File: src/rtl/obi_lsu_mgr.sv
// obi_lsu_mgr: turns a core load/store request into a single OBI transaction.
// Handles lane placement and byte enables, rejects misaligned or illegal-size
// accesses locally, and extends load data.
// Build option: define OBI_LSU_BUS_ERR_EN to report obi_err_i as a load/store error.
module obi_lsu_mgr #(
    parameter int unsigned ADDR_WIDTH = 32
) (
    input  logic                  clk,
    input  logic                  reset,
    input  logic                  lsu_req_i,
    input  logic                  lsu_we_i,
    input  logic [1:0]            lsu_size_i,
    input  logic                  lsu_unsigned_i,
    input  logic [ADDR_WIDTH-1:0] lsu_addr_i,
    input  logic [31:0]           lsu_wdata_i,
    output logic                  lsu_ready_o,
    output logic                  lsu_rvalid_o,
    output logic [31:0]           lsu_rdata_o,
    output logic                  lsu_err_o,
    output logic                  lsu_misaligned_o,
    output logic                  obi_req_o,
    input  logic                  obi_gnt_i,
    output logic [ADDR_WIDTH-1:0] obi_addr_o,
    output logic                  obi_we_o,
    output logic [3:0]            obi_be_o,
    output logic [31:0]           obi_wdata_o,
    input  logic                  obi_rvalid_i,
    input  logic [31:0]           obi_rdata_i,
    input  logic                  obi_err_i
);

    localparam int unsigned DW = 32;
    localparam int unsigned BW = 4;

    typedef enum logic [1:0] {IDLE, ADDR, RESP, DONE} state_e;

    state_e                state_q, state_d;
    logic                  req_q, req_d;
    logic [ADDR_WIDTH-1:0] addr_q, addr_d;
    logic                  we_q, we_d;
    logic [BW-1:0]         be_q, be_d;
    logic [DW-1:0]         wdata_q, wdata_d;
    logic [1:0]            size_q, size_d;
    logic                  uns_q, uns_d;
    logic [1:0]            off_q, off_d;
    logic                  ready_q, ready_d;
    logic                  rvalid_q, rvalid_d;
    logic [DW-1:0]         rdata_q, rdata_d;
    logic                  err_q, err_d;
    logic                  mis_q, mis_d;

    logic                  misaligned_c;
    logic [7:0]            byte_c;
    logic [15:0]           half_c;
    logic [DW-1:0]         load_c;

`ifndef OBI_LSU_BUS_ERR_EN
    logic                  unused_bus_err;
    assign unused_bus_err = obi_err_i;
`endif

    // Reject illegal size or an address not aligned to the access size
    always_comb begin
        misaligned_c = 1'b0;
        case (lsu_size_i)
            2'b01:   misaligned_c = lsu_addr_i[0];
            2'b10:   misaligned_c = (lsu_addr_i[1:0] != 2'b00);
            2'b11:   misaligned_c = 1'b1;
            default: misaligned_c = 1'b0;
        endcase
    end

    // Pick the addressed lane from the response and extend it to 32 bits
    always_comb begin
        byte_c = 8'(obi_rdata_i >> {off_q, 3'b000});
        half_c = off_q[1] ? obi_rdata_i[31:16] : obi_rdata_i[15:0];
        case (size_q)
            2'b00:   load_c = {{24{~uns_q & byte_c[7]}}, byte_c};
            2'b01:   load_c = {{16{~uns_q & half_c[15]}}, half_c};
            default: load_c = obi_rdata_i;
        endcase
    end

    // Next-state and registered-output logic
    always_comb begin
        state_d  = state_q;
        req_d    = req_q;
        addr_d   = addr_q;
        we_d     = we_q;
        be_d     = be_q;
        wdata_d  = wdata_q;
        size_d   = size_q;
        uns_d    = uns_q;
        off_d    = off_q;
        rvalid_d = 1'b0;
        rdata_d  = '0;
        err_d    = 1'b0;
        mis_d    = 1'b0;
        case (state_q)
            IDLE: begin
                if (lsu_req_i) begin
                    size_d = lsu_size_i;
                    uns_d  = lsu_unsigned_i;
                    off_d  = lsu_addr_i[1:0];
                    if (misaligned_c) begin
                        state_d  = DONE;
                        rvalid_d = 1'b1;
                        err_d    = 1'b1;
                        mis_d    = 1'b1;
                    end else begin
                        state_d = ADDR;
                        req_d   = 1'b1;
                        addr_d  = {lsu_addr_i[ADDR_WIDTH-1:2], 2'b00};
                        we_d    = lsu_we_i;
                        case (lsu_size_i)
                            2'b00: begin
                                be_d    = BW'(4'b0001 << lsu_addr_i[1:0]);
                                wdata_d = {4{lsu_wdata_i[7:0]}};
                            end
                            2'b01: begin
                                be_d    = lsu_addr_i[1] ? 4'b1100 : 4'b0011;
                                wdata_d = {2{lsu_wdata_i[15:0]}};
                            end
                            default: begin
                                be_d    = 4'b1111;
                                wdata_d = lsu_wdata_i;
                            end
                        endcase
                    end
                end
            end
            ADDR: begin
                if (obi_gnt_i) begin
                    state_d = RESP;
                    req_d   = 1'b0;
                end
            end
            RESP: begin
                if (obi_rvalid_i) begin
                    state_d  = DONE;
                    rvalid_d = 1'b1;
                    rdata_d  = we_q ? '0 : load_c;
`ifdef OBI_LSU_BUS_ERR_EN
                    if (obi_err_i) begin
                        err_d   = 1'b1;
                        rdata_d = '0;
                    end
`endif
                end
            end
            default: state_d = IDLE;
        endcase
        ready_d = (state_d == IDLE);
    end

    // State and output registers
    always_ff @(posedge clk or posedge reset) begin
        if (reset) begin
            state_q  <= IDLE;
            req_q    <= 1'b0;
            addr_q   <= '0;
            we_q     <= 1'b0;
            be_q     <= '0;
            wdata_q  <= '0;
            size_q   <= 2'b00;
            uns_q    <= 1'b0;
            off_q    <= 2'b00;
            ready_q  <= 1'b1;
            rvalid_q <= 1'b0;
            rdata_q  <= '0;
            err_q    <= 1'b0;
            mis_q    <= 1'b0;
        end else begin
            state_q  <= state_d;
            req_q    <= req_d;
            addr_q   <= addr_d;
            we_q     <= we_d;
            be_q     <= be_d;
            wdata_q  <= wdata_d;
            size_q   <= size_d;
            uns_q    <= uns_d;
            off_q    <= off_d;
            ready_q  <= ready_d;
            rvalid_q <= rvalid_d;
            rdata_q  <= rdata_d;
            err_q    <= err_d;
            mis_q    <= mis_d;
        end
    end

    assign lsu_ready_o      = ready_q;
    assign lsu_rvalid_o     = rvalid_q;
    assign lsu_rdata_o      = rdata_q;
    assign lsu_err_o        = err_q;
    assign lsu_misaligned_o = mis_q;
    assign obi_req_o        = req_q;
    assign obi_addr_o       = addr_q;
    assign obi_we_o         = we_q;
    assign obi_be_o         = be_q;
    assign obi_wdata_o      = wdata_q;

endmodule

File: config.mk
export PLATFORM = sky130hd
export DESIGN_NAME = obi_lsu_mgr
export DESIGN_NICKNAME = d
export VERILOG_FILES = /design/src/rtl/obi_lsu_mgr.sv
export SDC_FILE = /design/constraint.sdc
export NUM_CORES = 1
export LEC_CHECK = 0
export CAP_MARGIN = 20
export CELL_PAD_IN_SITES_DETAIL_PLACEMENT = 0
export CELL_PAD_IN_SITES_GLOBAL_PLACEMENT = 2
export CORE_UTILIZATION = 26
export CTS_CLUSTER_SIZE = 24
export DETAILED_ROUTE_END_ITERATION = 12
export HOLD_SLACK_MARGIN = 0.02
export PLACE_DENSITY = 0.94
export SETUP_SLACK_MARGIN = 0.4
export SKIP_CTS_REPAIR_TIMING = 1
export SYNTH_ARGS = -nofsm -noshare
export SYNTH_HDL_FRONTEND = slang
export SYNTH_SLANG_ARGS = --single-unit
File: constraint.sdc
create_clock -name clk -period 8.4 [get_ports clk]
set_clock_uncertainty 0.05 [all_clocks]
set_input_delay 2.52 -clock clk [delete_from_list [all_inputs] [get_ports clk]]
set_output_delay 2.52 -clock clk [all_outputs]
set_load 0.005 [all_outputs]
# Word level (Yosys, flattened, before mapping)
# Cells that the tools add are included.
[word_totals]
input_bits = 106
regBits = 110
output_inout_bits = 106
[classes]
n_eq_ne = 9
n_reduce_logical = 9
bitwise = 4
mux = 23
n_shift = 2
[op_table]
columns = ["operator", "count"]
rows = [
  ["32-bit case mux with 2 select lines", 2],
  ["32-bit two-way mux", 3],
  ["32-bit by 5-bit right shift with 8-bit output", 1],
  ["16-bit two-way mux", 1],
  ["2-bit logical NOT", 4],
  ["2-bit two-way mux", 4],
  ["4-bit case mux with 2 select lines", 1],
  ["1-bit two-way mux", 7],
  ["2-bit by 1-bit equality test with 1-bit output, second input constant", 3],
  ["2-bit equality test, second input constant", 3],
  ["2-bit != test, second input constant", 3],
  ["2-bit case mux with 3 select lines", 1],
  ["4-bit two-way mux", 1],
  ["1-bit case mux with 2 select lines", 2],
  ["4-bit AND reduction", 1],
  ["2-bit nonzero test", 2],
  ["1-bit by 2-bit << shifter with 4-bit output, first input constant", 1],
  ["1-bit case mux with 3 select lines", 1],
  ["3-bit AND reduction", 1],
  ["1-bit bitwise AND", 2],
  ["1-bit inverter", 2],
  ["2-bit AND reduction", 1],
]

# Depth between registers and ports, before layout
# Gate-level depths: netlist of the first run.
[depth]
word_depth = 6
ltp_mapped = 8
mapped_depth_nobuf = 4

# Least setup slack after synthesis of the first run
# OpenSTA, ideal clock, no wires.
[synth_timing]
kind = "input-to-reg"
startpoint = "input port lsu_size_i[0]"
endpoint = "register addr_q[10], in the netlist obi_addr_o[10]"
n_path_buf = 3
arrival_ns = 3.534
path_slack_ns = 4.699
required_ns = 8.233
setup_time_ns = 0.117
cell_stages = 7
cell_sequence = "buf_2 > o21ai_0 > nand3_1 > buf_2 > buf_2 > nand2_1 > nand2_1"
[synth_between]
elab_chain_len = 4
word_cells_on_any_way = 6
classes_between = "eq/ne (3); mux (1); bitwise (1); reduce/logical (1)"
[synth_rtl]
columns = ["item", "line", "rtl"]
rows = [
  ["start: declaration", "12", "input logic [1:0] lsu_size_i,"],
  ["2-bit equality test / 2-bit by 1-bit equality test with 1-bit output (equally long branches)", "65", "case (lsu_size_i)"],
  ["1-bit case mux with 3 select lines (*)", "65", ""],
  ["1-bit inverter (no source line) (*)", "n/a", ""],
  ["3-bit AND reduction (no source line) (*)", "n/a", ""],
  ["end signal: assignment", "176", "addr_q <= addr_d;"],
  ["end: declaration", "39", "logic [ADDR_WIDTH-1:0] addr_q, addr_d;"],
]
# Every way passes the cells marked *; elsewhere a longest branch is shown, timed or not.
# A chain may end at the register's enable or synchronous reset.

# Final worst setup path of the first run
[layout_timing]
startpoint = "input port lsu_req_i"
endpoint = "register wdata_q[9], in the netlist obi_wdata_o[9]"
[layout_between]
elab_chain_len = 1
[layout_rtl]
columns = ["item", "line", "rtl"]
rows = [
  ["start: declaration", "10", "input logic lsu_req_i,"],
  ["3-bit AND reduction (no source line)", "n/a", ""],
  ["end signal: assignment", "179", "wdata_q <= wdata_d;"],
  ["end: declaration", "42", "logic [DW-1:0] wdata_q, wdata_d;"],
]
# No other way between the ends.

==> run_results.csv, run 1 <==
group,metric,value,unit
sta,fin_crit_sh,56.9,%
pwr,vdd_drop_max,117,uV
detailed_routing,vias,4174,
grt,overflow,0,
yosys,synth.area.mux_share,7.21,%
sta,worstMarginPinSlew,0.934,ns
pwr,leakage,0.00344,uW
die,die_w,140,microns
grt,grt_max_degree,88,
die,die_area,19500,sq um
sta,totalNegativeSetupSlack,0,ns
yosys,syn_area,4930,sq um
min_path,worstHoldPathCells,2,
run,cap_violations,0,
cts,h-tree-depth,3,
grt,grt_pass1_wl,23000,microns
cts,clkTransAtPathRegs,0.08,ns
yosys,synth.area.top_cells,"dfrtp_1, nand2_1, mux2i_1",
layout,antenna_cells,0,
cts,cts_sinks,110,
status,status,"finished clean",
yosys,synthFlopType,"dfrtp_1",
sta,finalHoldViolations,0,
setup_path,reg2reg_setup_slack,5.81,ns
setup_path,crit_type,"input port to flop",
die,io-pin-count,212,
detailed_routing,ant_nets,0,
die,rows,49,
setup_path,worstPathRequired,8.55,ns
cts,cts_made_buffers,9,
sta,setup_viol,0,
layout,nNetsFinal,812,
yosys,synth_xor_area_share,0.178,%
setup_path,startpoint_type,"input port",
layout,area_delta_synth_final,51.9,%
yosys,synthCells,521,
die,die_y,140,microns
min_path,whs_endpoint,"obi_addr_o[10]",
cts,clock_path_buffers,2,
yosys,synth_simple_gate_area_share,20.4,%
yosys,synth-seq-cells,110,
sta,rsz0062_at_grt,"no",
cts,cts_root_buf,"clkbuf_16",
detailed_routing,dr.pass1.iters,4,
die,core,18300,sq um
setup_path,crit_path_end_kind,"flop",
layout,drive_gt1_share,7.17,%
yosys,synth_cell_types,44,
sta,relSlewSlack,37.7,%
setup_path,slowest_stage,"nand3_4",
sta,whs,0.425,ns
yosys,yosysTopAreaCell,"dfrtp_1",
detailed_routing,drt_iter0_drc,197,
grt,grt_pass1_vias,3994,
yosys,synth_common_cells,"nand2_1, dfrtp_1, o21ai_0",
detailed_routing,vias_per_cell,4.44,
detailed_routing,avgRoutedWirePerCell,15.5,microns
pwr,p_per_area,304,nW/um^2
setup_path,reg2reg_depth,4,
die,initial_core_util,27.0,%
yosys,synth_top_cell_area_share,55.3,%
placed_design,hpwl,10100,microns
detailed_routing,drcViolationCount,0,
yosys,synth_warnings,0,
cts,cts_tree,"built",
yosys,async_reset_ff_share,100,%
yosys,yosysMostFrequentCell,"nand2_1",
setup_path,slowest_delay,0.78,ns
cts,insertion_delay,0.35,ns
placed_design,gp_congestion,0.819,
sta,final_max_slew_viol_count,0,
detailed_routing,wl,14600,microns
yosys,synthAdderAreaFrac,0,%
setup_path,r2r-start,"state_q[0]",
grt,grt_use_total,15.3,%
layout,fillers,1816,
setup_path,timing.rr.end,"obi_wdata_o[9]",
setup_path,worst_ep_arrival_time,4.93,ns
sta,max_freq,0.209,GHz
setup_path,cp_cell_sequence,"clkdlybuf4s50_1, nor3b_2, nand3_4, nand2_1, o21ai_0",
setup_path,crit_path_max_fanout,87,
min_path,hold_path_class,"flop to flop",
yosys,seq_area_frac_synth,55.8,%
grt,antenna_found_initial,1,
yosys,synth-edff-count,0,
yosys,synth_area_per_cell,9.46,sq um
min_path,worstHoldStart,"obi_addr_o[10]",
yosys,synth_compound_area_share,11.1,%
sta,min_period,4.78,ns
placed_design,port_buffers,208,
yosys,synth_top_family_by_area,"simple AND/OR/NAND/NOR gates",
## critical path: cells and delay by family
kind / cells / cell delay [ns]
buf+inv: 1 / 0.54
compound gates: 1 / 0.11
simple gates: 3 / 1.69
## cell usage in the layout (no fill, tap or decap), types with 2 or more instances in the layout
cell	synthesis	final
nor3b_2	2	2
a21oi_1	10	10
mux2i_1	25	25
bufinv_16	0	2
nand2b_1	3	3
a222oi_1	7	7
inv_1	15	14
a21o_1	3	3
nor3_1	4	4
a221o_1	2	2
o22ai_1	2	2
conb_1	1	2
dfrtp_1	109	109
buf_4	4	2
nand2_1	190	190
nor2_1	20	20
nor2_2	2	2
nand2_2	10	10
clkdlybuf4s50_1	0	207
a221oi_1	9	9
clkbuf_16	0	9
o21ai_0	39	39
mux2_2	8	8
## cell families (layout without fill, tap and decap cells)
logic type / count (synthesis) / count (layout)
simple gates: 242 / 242
flops: 110 / 110
compound gates: 80 / 80
buf+inv: 53 / 242
mux: 34 / 34
other cells: 1 / 2
xor+xnor: 1 / 1
## cell type report
type / instances / area [sq um] / area share, %
clock inverters: 5 / 88.8 / 1.19
clock buffers: 11 / 243 / 3.24
inverters: 15 / 58.8 / 0.785
multi-input cells: 359 / 1940 / 25.9
repair buffers: 211 / 2120 / 28.3
well taps: 229 / 287 / 3.83
flip-flops and latches: 110 / 2750 / 36.8
## metrics by stage
stage | worst slack (ns) | total power, uW | utilization, % | cell area, sq um | instances
after global routing | 3.26 | 2440 | 41.0 | 7490 | 940
final | 3.62 | 2270 | 41.0 | 7490 | 940
after detailed placement | 3.17 | 1810 | 39.0 | 7130 | 923
after floorplan | 2.93 | 1260 | - | 4930 | 522
after global placement | 3.23 | 1800 | 39.0 | 7130 | 923
after CTS | 3.55 | 2310 | 40.8 | 7460 | 939
## power by group
group / internal [uW] / switching, uW / total (uW)
logic: 531 / 360 / 892
registers: 743 / 158 / 900
clock network: 274 / 208 / 482
total: 1550 / 727 / 2270
## flip-flops by register name, summed over array words and instances, names as in the netlist
name	flops
lsu_rdata_o	32
obi_wdata_o	32
obi_addr_o	30
obi_be_o	4
off_q	2
size_q	2
state_q	2
lsu_misaligned_o	1
lsu_ready_o	1
lsu_rvalid_o	1
obi_req_o	1
obi_we_o	1
uns_q	1
## worst max-delay path by stage
stage,from,to,slack (ns),depth (start not counted)
4_1_cts,lsu_req_i,obi_wdata_o[9],3.55,5
6_report,lsu_req_i,obi_wdata_o[9],3.62,5
2_1_floorplan,reset,lsu_misaligned_o,2.93,1
3_5_place_dp,lsu_req_i,obi_wdata_o[9],3.17,5
3_3_place_gp,lsu_req_i,obi_wdata_o[22],3.23,5
5_1_grt,lsu_req_i,obi_wdata_o[22],3.26,5
## metal layers
layer | vias to the layer above | wire length (microns) | GRT usage, %
li1 | 2085 | - | -
met1 | 1944 | 6790 | 20.7
met2 | 132 | 6580 | 23.1
met3 | 11 | 1010 | 5.02
met4 | 2 | 197 | 4.92
met5 | - | 9 | 0
No activity file was read; power rests on OpenSTA's default activity.
==> inputs of run 2 (changes only) <==
--- a/config.mk
+++ b/config.mk
@@ -8,11 +8,11 @@
 export CAP_MARGIN = 20
 export CELL_PAD_IN_SITES_DETAIL_PLACEMENT = 0
 export CELL_PAD_IN_SITES_GLOBAL_PLACEMENT = 2
-export CORE_UTILIZATION = 26
+export CORE_UTILIZATION = 24
 export CTS_CLUSTER_SIZE = 24
 export DETAILED_ROUTE_END_ITERATION = 12
 export HOLD_SLACK_MARGIN = 0.02
-export PLACE_DENSITY = 0.94
+export PLACE_DENSITY = 0.88
 export SETUP_SLACK_MARGIN = 0.4
 export SKIP_CTS_REPAIR_TIMING = 1
 export SYNTH_ARGS = -nofsm -noshare
==> constraint.sdc (replaced) <==
create_clock -name clk -period 5 [get_ports clk]
set_clock_uncertainty 0.05 [all_clocks]
set_input_delay 1.5 -clock clk [delete_from_list [all_inputs] [get_ports clk]]
set_output_delay 1.5 -clock clk [all_outputs]
set_load 0.005 [all_outputs]
==> run_results.csv, run 2 (synthesis gave the netlist of run 1 again) <==
group,metric,value,unit
detailed_routing,wl_met2,6650,microns
detailed_routing,drt-met1-wl,6870,microns
detailed_routing,vias_per_cell,4.28,
status,status,"finished clean",
sta,relSlewSlack,39.0,%
layout,antenna_cells,0,
sta,setup_viol,0,
die,io-pin-count,212,
cts,cts_made_buffers,9,
die,die_area,21100,sq um
sta,totalNegativeSetupSlack,0,ns
sta,worstMarginPinSlew,0.915,ns
setup_path,crit_path_max_fanout,40,
grt,grt_max_degree,86,
cts,insertion_delay,0.35,ns
layout,multi_input_area,1940,sq um
layout,fillers,2060,
placed_design,gp_congestion,0.795,
cts,cts_tree,"built",
die,initial_core_util,24.4,%
detailed_routing,drcViolationCount,0,
detailed_routing,vias,4216,
grt,antenna_found_initial,0,
setup_path,crit_path_end_kind,"flop",
setup_path,critPathLaunch,"lsu_req_i",
sta,rsz0062_at_grt,"no",
setup_path,reg2reg_setup_slack,2.57,ns
setup_path,crit_type,"input port to flop",
setup_path,crit_path_end,"obi_req_o",
placed_design,placed_cells,968,
layout,fin_cells,984,
sta,min_period,3.62,ns
sta,finalHoldViolations,0,
detailed_routing,ant_nets,0,
detailed_routing,avgRoutedWirePerCell,15.2,microns
detailed_routing,drt_iter0_drc,175,
setup_path,timing.rr.end,"obi_req_o",
layout,layout_commonest_cell,"clkdlybuf4s50_1",
grt,grt_pass1_wl,24100,microns
min_path,hold_path_class,"flop to flop",
detailed_routing,wl_met3,1250,microns
detailed_routing,top_layer,"met4",
die,rows,52,
cts,cts_sinks,110,
setup_path,reg2reg_depth,3,
layout,drive_gt1_share,7.42,%
pwr,p_per_area,502,nW/um^2
setup_path,worst_ep_arrival_time,3.86,ns
cts,clkTransAtPathRegs,0.08,ns
layout,regArea,2750,sq um
sta,fin_crit_sh,72.4,%
grt,grt_pass1_vias,4234,
setup_path,worstPathRequired,5.24,ns
pwr,leakage,0.00343,uW
setup_path,startpoint_type,"input port",
placed_design,hpwl,10400,microns
placed_design,port_buffers,208,
setup_path,r2r-start,"state_q[0]",
detailed_routing,wl,15000,microns
grt,grt_use_total,14.7,%
grt,overflow,0,
cts,clock_path_buffers,2,
pwr,vdd_drop_max,192,uV
layout,area_delta_synth_final,52.9,%
cts,cts_root_buf,"clkbuf_16",
layout,nNetsFinal,815,
sta,max_freq,0.276,GHz
die,core,20200,sq um
run,cap_violations,0,
cts,h-tree-depth,3,
sta,final_max_slew_viol_count,0,
die,die_w,145,microns
detailed_routing,dr.pass1.iters,6,
die,die_y,145,microns
layout,final_cell_mix,"clkdlybuf4s50_1, nand2_1, dfrtp_1",
-- run 2: cell count changes in the layout (fill, tap and decap cells not counted), sizes merged --
cell	change
clkdlybuf4s50	+1
bufinv	-1
clkinv	+2
clkbuf	-1
buf	+2
-- run 2: per-stage QoR --
stage / instance area [sq um] / hold slack (ns) / util, % / worst slack, ns / power (uW)
2_1_floorplan: 4930 / 0.420 / - / 0.549 / 2110
3_5_place_dp: 7230 / 0.412 / 35.8 / 0.978 / 3050
3_3_place_gp: 7230 / 0.407 / 35.8 / 0.992 / 3040
5_1_grt: 7540 / 0.452 / 37.4 / 1.13 / 4060
6_report: 7540 / 0.425 / 37.4 / 1.38 / 3780
4_1_cts: 7540 / 0.433 / 37.4 / 1.36 / 3850
-- run 2: worst min path at each step --
stage	start	to	slack [ns]	cells past startpoint
floorplan	obi_addr_o[10]	obi_addr_o[10]	0.42	2
global placement	obi_addr_o[26]	obi_addr_o[26]	0.41	2
detailed placement	obi_addr_o[6]	obi_addr_o[6]	0.41	2
CTS	obi_addr_o[6]	obi_addr_o[6]	0.43	2
global route	obi_addr_o[22]	obi_addr_o[22]	0.45	2
finish	obi_addr_o[6]	obi_addr_o[6]	0.43	2
-- run 2: worst max-delay path, stage by stage --
cell,delay [ns]
clkdlybuf4s50_1,0.55
nor3b_2,0.67
and3_2,0.87
o22a_1,0.22
-- run 2: routing by layer --
metal  vias to the layer above  track usage [%]
met5                         -                0
met4                         0             4.42
met3                        16             4.98
met2                       148             22.4
met1                      1962             19.6
li1                       2090                -
-- run 2: area by class of cell --
cell class                      count  share of cell area (%)
Clock inverter                      6                    1.05
Clock buffer                       10                    3.04
Sequential cell                   110                    36.5
Timing Repair Buffer              214                    28.4
Tap cell                          270                    4.48
Multi-Input combinational cell    359                    25.7
Inverter                           15                   0.780
-- run 2: power breakdown --
group	switching (uW)	leakage, uW	internal [uW]
logic	607	0.00187	897
registers	269	0.00141	1250
clock network	360	0.000151	400
total	1240	0.00343	2540
